[config.mk]
export PLATFORM = sky130hd
export DESIGN_NAME = mdu_sequencer
export DESIGN_NICKNAME = d
export VERILOG_FILES = /design/src/rtl/mdu_sequencer.sv
export SDC_FILE = /design/constraint.sdc
export NUM_CORES = 1
export LEC_CHECK = 0
export BUFFER_PORTS_ARGS = -buffer_cell sky130_fd_sc_hd__buf_2
export CAP_MARGIN = 20
export CORE_MARGIN = 4
export CORE_UTILIZATION = 45
export CTS_CLUSTER_SIZE = 8
export DETAILED_ROUTE_END_ITERATION = 7
export GPL_TIMING_DRIVEN = 0
export PLACE_DENSITY = 0.7
export SLEW_MARGIN = 20
export SYNTH_ARGS = -nofsm -noshare
export SYNTH_HDL_FRONTEND = slang
export SYNTH_SLANG_ARGS = --single-unit
[constraint.sdc]
create_clock -name clk_i -period 2.45 [get_ports clk_i]
set_input_delay 0.3675 -clock clk_i [delete_from_list [all_inputs] [get_ports clk_i]]
set_output_delay 0.3675 -clock clk_i [all_outputs]
set_load 0.03 [all_outputs]
[src/rtl/mdu_sequencer.sv]
// mdu_sequencer: multi-cycle multiply/divide controller that borrows the
// shared ALU for every add/subtract step and accumulates a {HI,LO} result.
// Multiply is shift-add and divide is restoring, with one iteration per cycle.
// Optional feature macro: MDU_SIGNED_EN enables signed ops when op_i[1]=1.
// It adds a local operand negate in IDLE and a one-cycle FIX state that
// re-signs the results.
module mdu_sequencer #(
    parameter int unsigned WIDTH   = 32,
    parameter logic [3:0]  ALU_ADD = 4'd0,
    parameter logic [3:0]  ALU_SUB = 4'd1
) (
    input  logic               clk_i,
    input  logic               rst_i,
    input  logic               start_i,
    input  logic [1:0]         op_i,
    input  logic [WIDTH-1:0]   src1_i,
    input  logic [WIDTH-1:0]   src2_i,
    output logic               busy_o,
    output logic               done_o,
    output logic [WIDTH-1:0]   hi_o,
    output logic [WIDTH-1:0]   lo_o,
    output logic [WIDTH-1:0]   alu_src1_o,
    output logic [WIDTH-1:0]   alu_src2_o,
    output logic [3:0]         alu_ctrl_o,
    input  logic [WIDTH-1:0]   alu_result_i
);

    localparam int unsigned    CNT_W    = (WIDTH > 1) ? $clog2(WIDTH) : 1;
    localparam logic [CNT_W-1:0] LAST_CNT = CNT_W'(WIDTH - 1);

`ifdef MDU_SIGNED_EN
    typedef enum logic [1:0] {S_IDLE = 2'd0, S_ITER = 2'd1, S_DONE = 2'd2, S_FIX = 2'd3} state_t;
`else
    typedef enum logic [1:0] {S_IDLE = 2'd0, S_ITER = 2'd1, S_DONE = 2'd2} state_t;
`endif

    state_t             state_reg, state_next;
    logic [CNT_W-1:0]   count_reg, count_next;
    // acc_hi holds P_hi (mul) or the remainder (div); acc_lo holds P_lo or the quotient.
    logic [WIDTH-1:0]   acc_hi_reg, acc_hi_next;
    logic [WIDTH-1:0]   acc_lo_reg, acc_lo_next;
    // opnd holds the multiplicand (mul) or the divisor (div).
    logic [WIDTH-1:0]   opnd_reg, opnd_next;
    logic               is_div_reg, is_div_next;
    logic [WIDTH-1:0]   hi_reg, hi_next;
    logic [WIDTH-1:0]   lo_reg, lo_next;

    logic               carry;
    logic [WIDTH:0]     rem_sh;
    logic [WIDTH-1:0]   quo_sh;
    logic [WIDTH-1:0]   a_mag, b_mag;

`ifdef MDU_SIGNED_EN
    logic               signed_reg, signed_next;
    logic               neg_res_reg, neg_res_next;
    logic               neg_rem_reg, neg_rem_next;
    logic [2*WIDTH-1:0] fix_prod;
`else
    logic               unused_sign;
    assign unused_sign = op_i[1];
`endif

    assign busy_o = (state_reg == S_ITER)
`ifdef MDU_SIGNED_EN
                    || (state_reg == S_FIX)
`endif
                    ;
    assign done_o = (state_reg == S_DONE);
    assign hi_o   = hi_reg;
    assign lo_o   = lo_reg;

    // State and datapath registers; reset aborts any operation in flight.
    always_ff @(posedge clk_i or negedge rst_i) begin
        if (!rst_i) begin
            state_reg   <= S_IDLE;
            count_reg   <= '0;
            acc_hi_reg  <= '0;
            acc_lo_reg  <= '0;
            opnd_reg    <= '0;
            is_div_reg  <= 1'b0;
            hi_reg      <= '0;
            lo_reg      <= '0;
`ifdef MDU_SIGNED_EN
            signed_reg  <= 1'b0;
            neg_res_reg <= 1'b0;
            neg_rem_reg <= 1'b0;
`endif
        end else begin
            state_reg   <= state_next;
            count_reg   <= count_next;
            acc_hi_reg  <= acc_hi_next;
            acc_lo_reg  <= acc_lo_next;
            opnd_reg    <= opnd_next;
            is_div_reg  <= is_div_next;
            hi_reg      <= hi_next;
            lo_reg      <= lo_next;
`ifdef MDU_SIGNED_EN
            signed_reg  <= signed_next;
            neg_res_reg <= neg_res_next;
            neg_rem_reg <= neg_rem_next;
`endif
        end
    end

    // Next-state, ALU drive and one iteration of the shift-add / restoring step.
    always_comb begin
        state_next  = state_reg;
        count_next  = count_reg;
        acc_hi_next = acc_hi_reg;
        acc_lo_next = acc_lo_reg;
        opnd_next   = opnd_reg;
        is_div_next = is_div_reg;
        hi_next     = hi_reg;
        lo_next     = lo_reg;
        alu_src1_o  = '0;
        alu_src2_o  = '0;
        alu_ctrl_o  = ALU_ADD;
        carry       = 1'b0;
        rem_sh      = '0;
        quo_sh      = '0;
        a_mag       = src1_i;
        b_mag       = src2_i;
`ifdef MDU_SIGNED_EN
        signed_next  = signed_reg;
        neg_res_next = neg_res_reg;
        neg_rem_next = neg_rem_reg;
        fix_prod     = '0;
`endif
        case (state_reg)
            S_IDLE: begin
                if (start_i) begin
`ifdef MDU_SIGNED_EN
                    signed_next  = op_i[1];
                    neg_res_next = op_i[1] & (src1_i[WIDTH-1] ^ src2_i[WIDTH-1]);
                    neg_rem_next = op_i[1] & src1_i[WIDTH-1];
                    if (op_i[1] && src1_i[WIDTH-1]) a_mag = -src1_i;
                    if (op_i[1] && src2_i[WIDTH-1]) b_mag = -src2_i;
`endif
                    state_next  = S_ITER;
                    count_next  = '0;
                    is_div_next = op_i[0];
                    acc_hi_next = '0;
                    acc_lo_next = op_i[0] ? a_mag : b_mag;
                    opnd_next   = op_i[0] ? b_mag : a_mag;
                end
            end
            S_ITER: begin
                if (is_div_reg) begin
                    rem_sh     = {acc_hi_reg, acc_lo_reg[WIDTH-1]};
                    quo_sh     = {acc_lo_reg[WIDTH-2:0], 1'b0};
                    alu_src1_o = rem_sh[WIDTH-1:0];
                    alu_src2_o = opnd_reg;
                    alu_ctrl_o = ALU_SUB;
                    if (rem_sh[WIDTH] || (rem_sh[WIDTH-1:0] >= opnd_reg)) begin
                        acc_hi_next = alu_result_i;
                        acc_lo_next = {acc_lo_reg[WIDTH-2:0], 1'b1};
                    end else begin
                        acc_hi_next = rem_sh[WIDTH-1:0];
                        acc_lo_next = quo_sh;
                    end
                end else begin
                    alu_src1_o  = acc_hi_reg;
                    alu_src2_o  = acc_lo_reg[0] ? opnd_reg : '0;
                    alu_ctrl_o  = ALU_ADD;
                    carry       = acc_lo_reg[0] && (alu_result_i < acc_hi_reg);
                    acc_hi_next = {carry, alu_result_i[WIDTH-1:1]};
                    acc_lo_next = {alu_result_i[0], acc_lo_reg[WIDTH-1:1]};
                end
                count_next = count_reg + 1'b1;
                if (count_reg == LAST_CNT) begin
                    count_next = '0;
                    state_next = S_DONE;
                    hi_next    = acc_hi_next;
                    lo_next    = acc_lo_next;
`ifdef MDU_SIGNED_EN
                    if (signed_reg) begin
                        state_next = S_FIX;
                        hi_next    = hi_reg;
                        lo_next    = lo_reg;
                    end
`endif
                end
            end
`ifdef MDU_SIGNED_EN
            S_FIX: begin
                if (is_div_reg) begin
                    lo_next = neg_res_reg ? -acc_lo_reg : acc_lo_reg;
                    hi_next = neg_rem_reg ? -acc_hi_reg : acc_hi_reg;
                end else begin
                    fix_prod = {acc_hi_reg, acc_lo_reg};
                    if (neg_res_reg) fix_prod = -fix_prod;
                    hi_next = fix_prod[2*WIDTH-1:WIDTH];
                    lo_next = fix_prod[WIDTH-1:0];
                end
                state_next = S_DONE;
            end
`endif
            S_DONE: begin
                state_next = S_IDLE;
            end
            default: begin
                state_next = S_IDLE;
            end
        endcase
    end

endmodule
==> out/summary.txt <==
Total gr overflow - 0
Worst Clk Skew - 0.0107 ns
1st-pass router iterations - 7
Crit end category - flop
# rows - 55
Hold Path Class - in2reg
Leak Pwr - 0.00638 uW
Worst path required time - 2.80 ns
Number of global-route vias before repair - 9,926
Power per standard cell area - 1700 nW/um2
Flop2flop setup slack - -0.17 ns
Unrepaired setup endpoints after global routing - true
Clk Latency, worst-skew pair - 0.44 ns
Starting Density - 0.455
Max Transition Viols Final - 0
Most frequent cells in the layout - buf_2 (226), dfrtp_1 (153), nand2_1 (134)
Synth cell types - 47
Ys Warns - 0
Largest family of logic cells by synthesized area - compound AO/OA/AOI/OAI gates
Mapped Area - 10,300 um2
Failing checks - negative setup slack
R2R depth - 10
Synth Area per Inst - 9.11 um2
Rel. slew slack - 0.425
Post-synthesis xor/xnor area fraction - 0.000853
Count of final hold-check violations - 0
Seq/Total Area, Yosys - 0.409
Max rail drop VDD - 0.000678 V
FF+latch area - 4220 um2
Synth Area in Simple Gates - 0.133
Synth async-reset ratio - 1.00
Global placement routability congestion - 0.932
Die height - 159 um
Clk sinks - 168
Top FF cell, synth - dfrtp_1
Max FO, Critical Path - 9
Largest net degree at the start of global routing - 86
Die area - 25,300 um2
CTS Buf Count - 17
CP Launch Type - flop
Share of cells above drive strength 1 - 0.303
Compound-Gate Fraction of Synth Area - 0.188
Global-route wire length before repair - 57.3 mm
Hold Path End - acc_lo_reg[26]
Total power - 22,700 uW
Worst R2R Start - opnd_reg[31]
Data arrival, critical path - 2.97 ns
Bufs on Longest Clock Path - 2
Final Cycle Share - 1.07
Total core area - 22,600 um2
Number of I/O pins - 235
Hpwl dp - 28.8 mm
H-tree levels - 4
Multi-input gate area in the final layout - 6130 um2
Adder-Cell Fraction of Synth Area - 0.0792
Measured slew at the worst slew-check pin - 0.863 ns
Fmax - 382 MHz
Final setup violating endpoints - 65
Initial antenna violation count - 1
Drc violations - 0
#FFs+latches synth - 168
Number of enable flip-flop cells after synthesis - 0
Post-synthesis mux area share - 0.126
DRT antenna net count - 0
Port Buffer Count - 229
Final #Nets - 1,550
Clock transition at path regs - 0.07 ns
Commonest non-fill, non-tap cell in the layout - buf_2
Chip width - 159 um
Crit Path Category - reg2reg
Fill cells - 2,019
Hold_sp - src2_i[26]
Hold Slack - 0.284 ns
Setup slack after layout - -0.167 ns
Post-DR wirelength/cell - 22.2 um
Gr usage total - 0.286
Hold path depth - 3
Max-cap violation count - 0
Clk root buf - clkbuf_16
CTS tree - done
Vias - 10,000
Post-synthesis cell count - 1,128
Status - finished with violations
Antenna diode count - 0
Reg-to-reg critical path endpoint - acc_hi_reg[23]
DRT iter0 DRCs - 907
Final min period - 2.62 ns
Area delta synth->final - 30.0%
WL final - 37.3 mm
Layout Utilization - 0.592
Vias per inst - 5.97
## worst max path at each step
stage | slack, ns | cells after the start | to | startpoint
floorplan | 0.01 | 9 | hi_o[30] | acc_hi_reg[30]
global placement | -1.67 | 1 | lo_o[9] | rst_i
detailed placement | -0.53 | 10 | hi_o[8] | acc_lo_reg[31]
CTS | -0.15 | 10 | acc_hi_reg[7] | opnd_reg[31]
global route | -0.23 | 9 | acc_hi_reg[30] | acc_hi_reg[8]
finish | -0.17 | 10 | acc_hi_reg[23] | opnd_reg[31]
## kinds of logic (layout without fill, tap and decap cells)
kind of cell / after synthesis / count (layout)
AOI/OAI and AO/OA: 282 / 283
xor gates and xnor gates: 1 / 1
adders and majority gates: 65 / 65
buffers and inverters: 158 / 424
DFF: 168 / 168
muxes: 129 / 129
other: 1 / 3
and+or+nand+nor: 324 / 324
## worst max-delay path, stage by stage (launching register included)
cell and delay, ns:
dfrtp_1 0.41, inv_2 0.12, ha_4 0.23, a2111oi_4 0.32
o21ai_1 0.11, a221o_1 0.28, o21a_1 0.19, buf_6 0.16
buf_8 0.14, o311a_4 0.36, o31ai_2 0.21
## through the flow
stage          area (um2)  setup WS, ns  setup TNS, ns  std cells
6_report            13400        -0.167          -8.60       1682
5_1_grt             13400        -0.231         -12.59       1682
4_1_cts             12900        -0.149          -7.72       1679
3_5_place_dp        11800        -0.533         -47.94       1645
3_3_place_gp        11800         -1.67        -326.34       1644
2_1_floorplan       10300        0.0120              0       1130
## what timing repair did
action / CTS / global route
hold buffers: 1 / 0
setup buffers: 2 / 3
endpoints found under the setup margin: 147 / 132
hold endpoints to repair: 84 / 0
cloned: 2 / 1
pin swaps: 65 / 11
gates resized for setup: 139 / 92
## power breakdown
| group | internal [uW] | switching, uW |
|---|---|---|
| clock | 1520 | 1240 |
| sequential | 4220 | 1300 |
| combinational | 5170 | 9270 |
| total | 10900 | 11800 |
## area by class of cell
cell class / instances / area share
Buffer: 87 / 0.0394
Clock buffer: 17 / 0.0319
Clock inverter: 15 / 0.0124
Inverter: 67 / 0.0188
Multi-Input combinational cell: 805 / 0.459
Sequential cell: 168 / 0.316
Tap cell: 285 / 0.0267
Timing Repair Buffer: 238 / 0.0956
## synthesized netlist by cell type, drive strengths merged (30+ instances only)
| library cell | n | share of area |
|---|---|---|
| mux2i | 127 | 0.12 |
| nand2 | 135 | 0.049 |
| nor2 | 97 | 0.035 |
| dfrtp | 168 | 0.41 |
| ha | 65 | 0.079 |
| o31ai | 63 | 0.046 |
| nand3 | 37 | 0.018 |
| clkbuf | 65 | 0.024 |
| o21ai | 112 | 0.055 |
| inv | 67 | 0.024 |
| nor3 | 33 | 0.016 |
| o311a | 30 | 0.029 |
## per-layer routing
layer,track usage,wire length (um),part of all wire
met3,0.0645,3030,0.081
met2,0.452,17200,0.46
met1,0.392,15900,0.43
met4,0.0943,1090,0.029
met5,0,12,0.00032
Note: power is estimated with default switching activity, not from simulation.
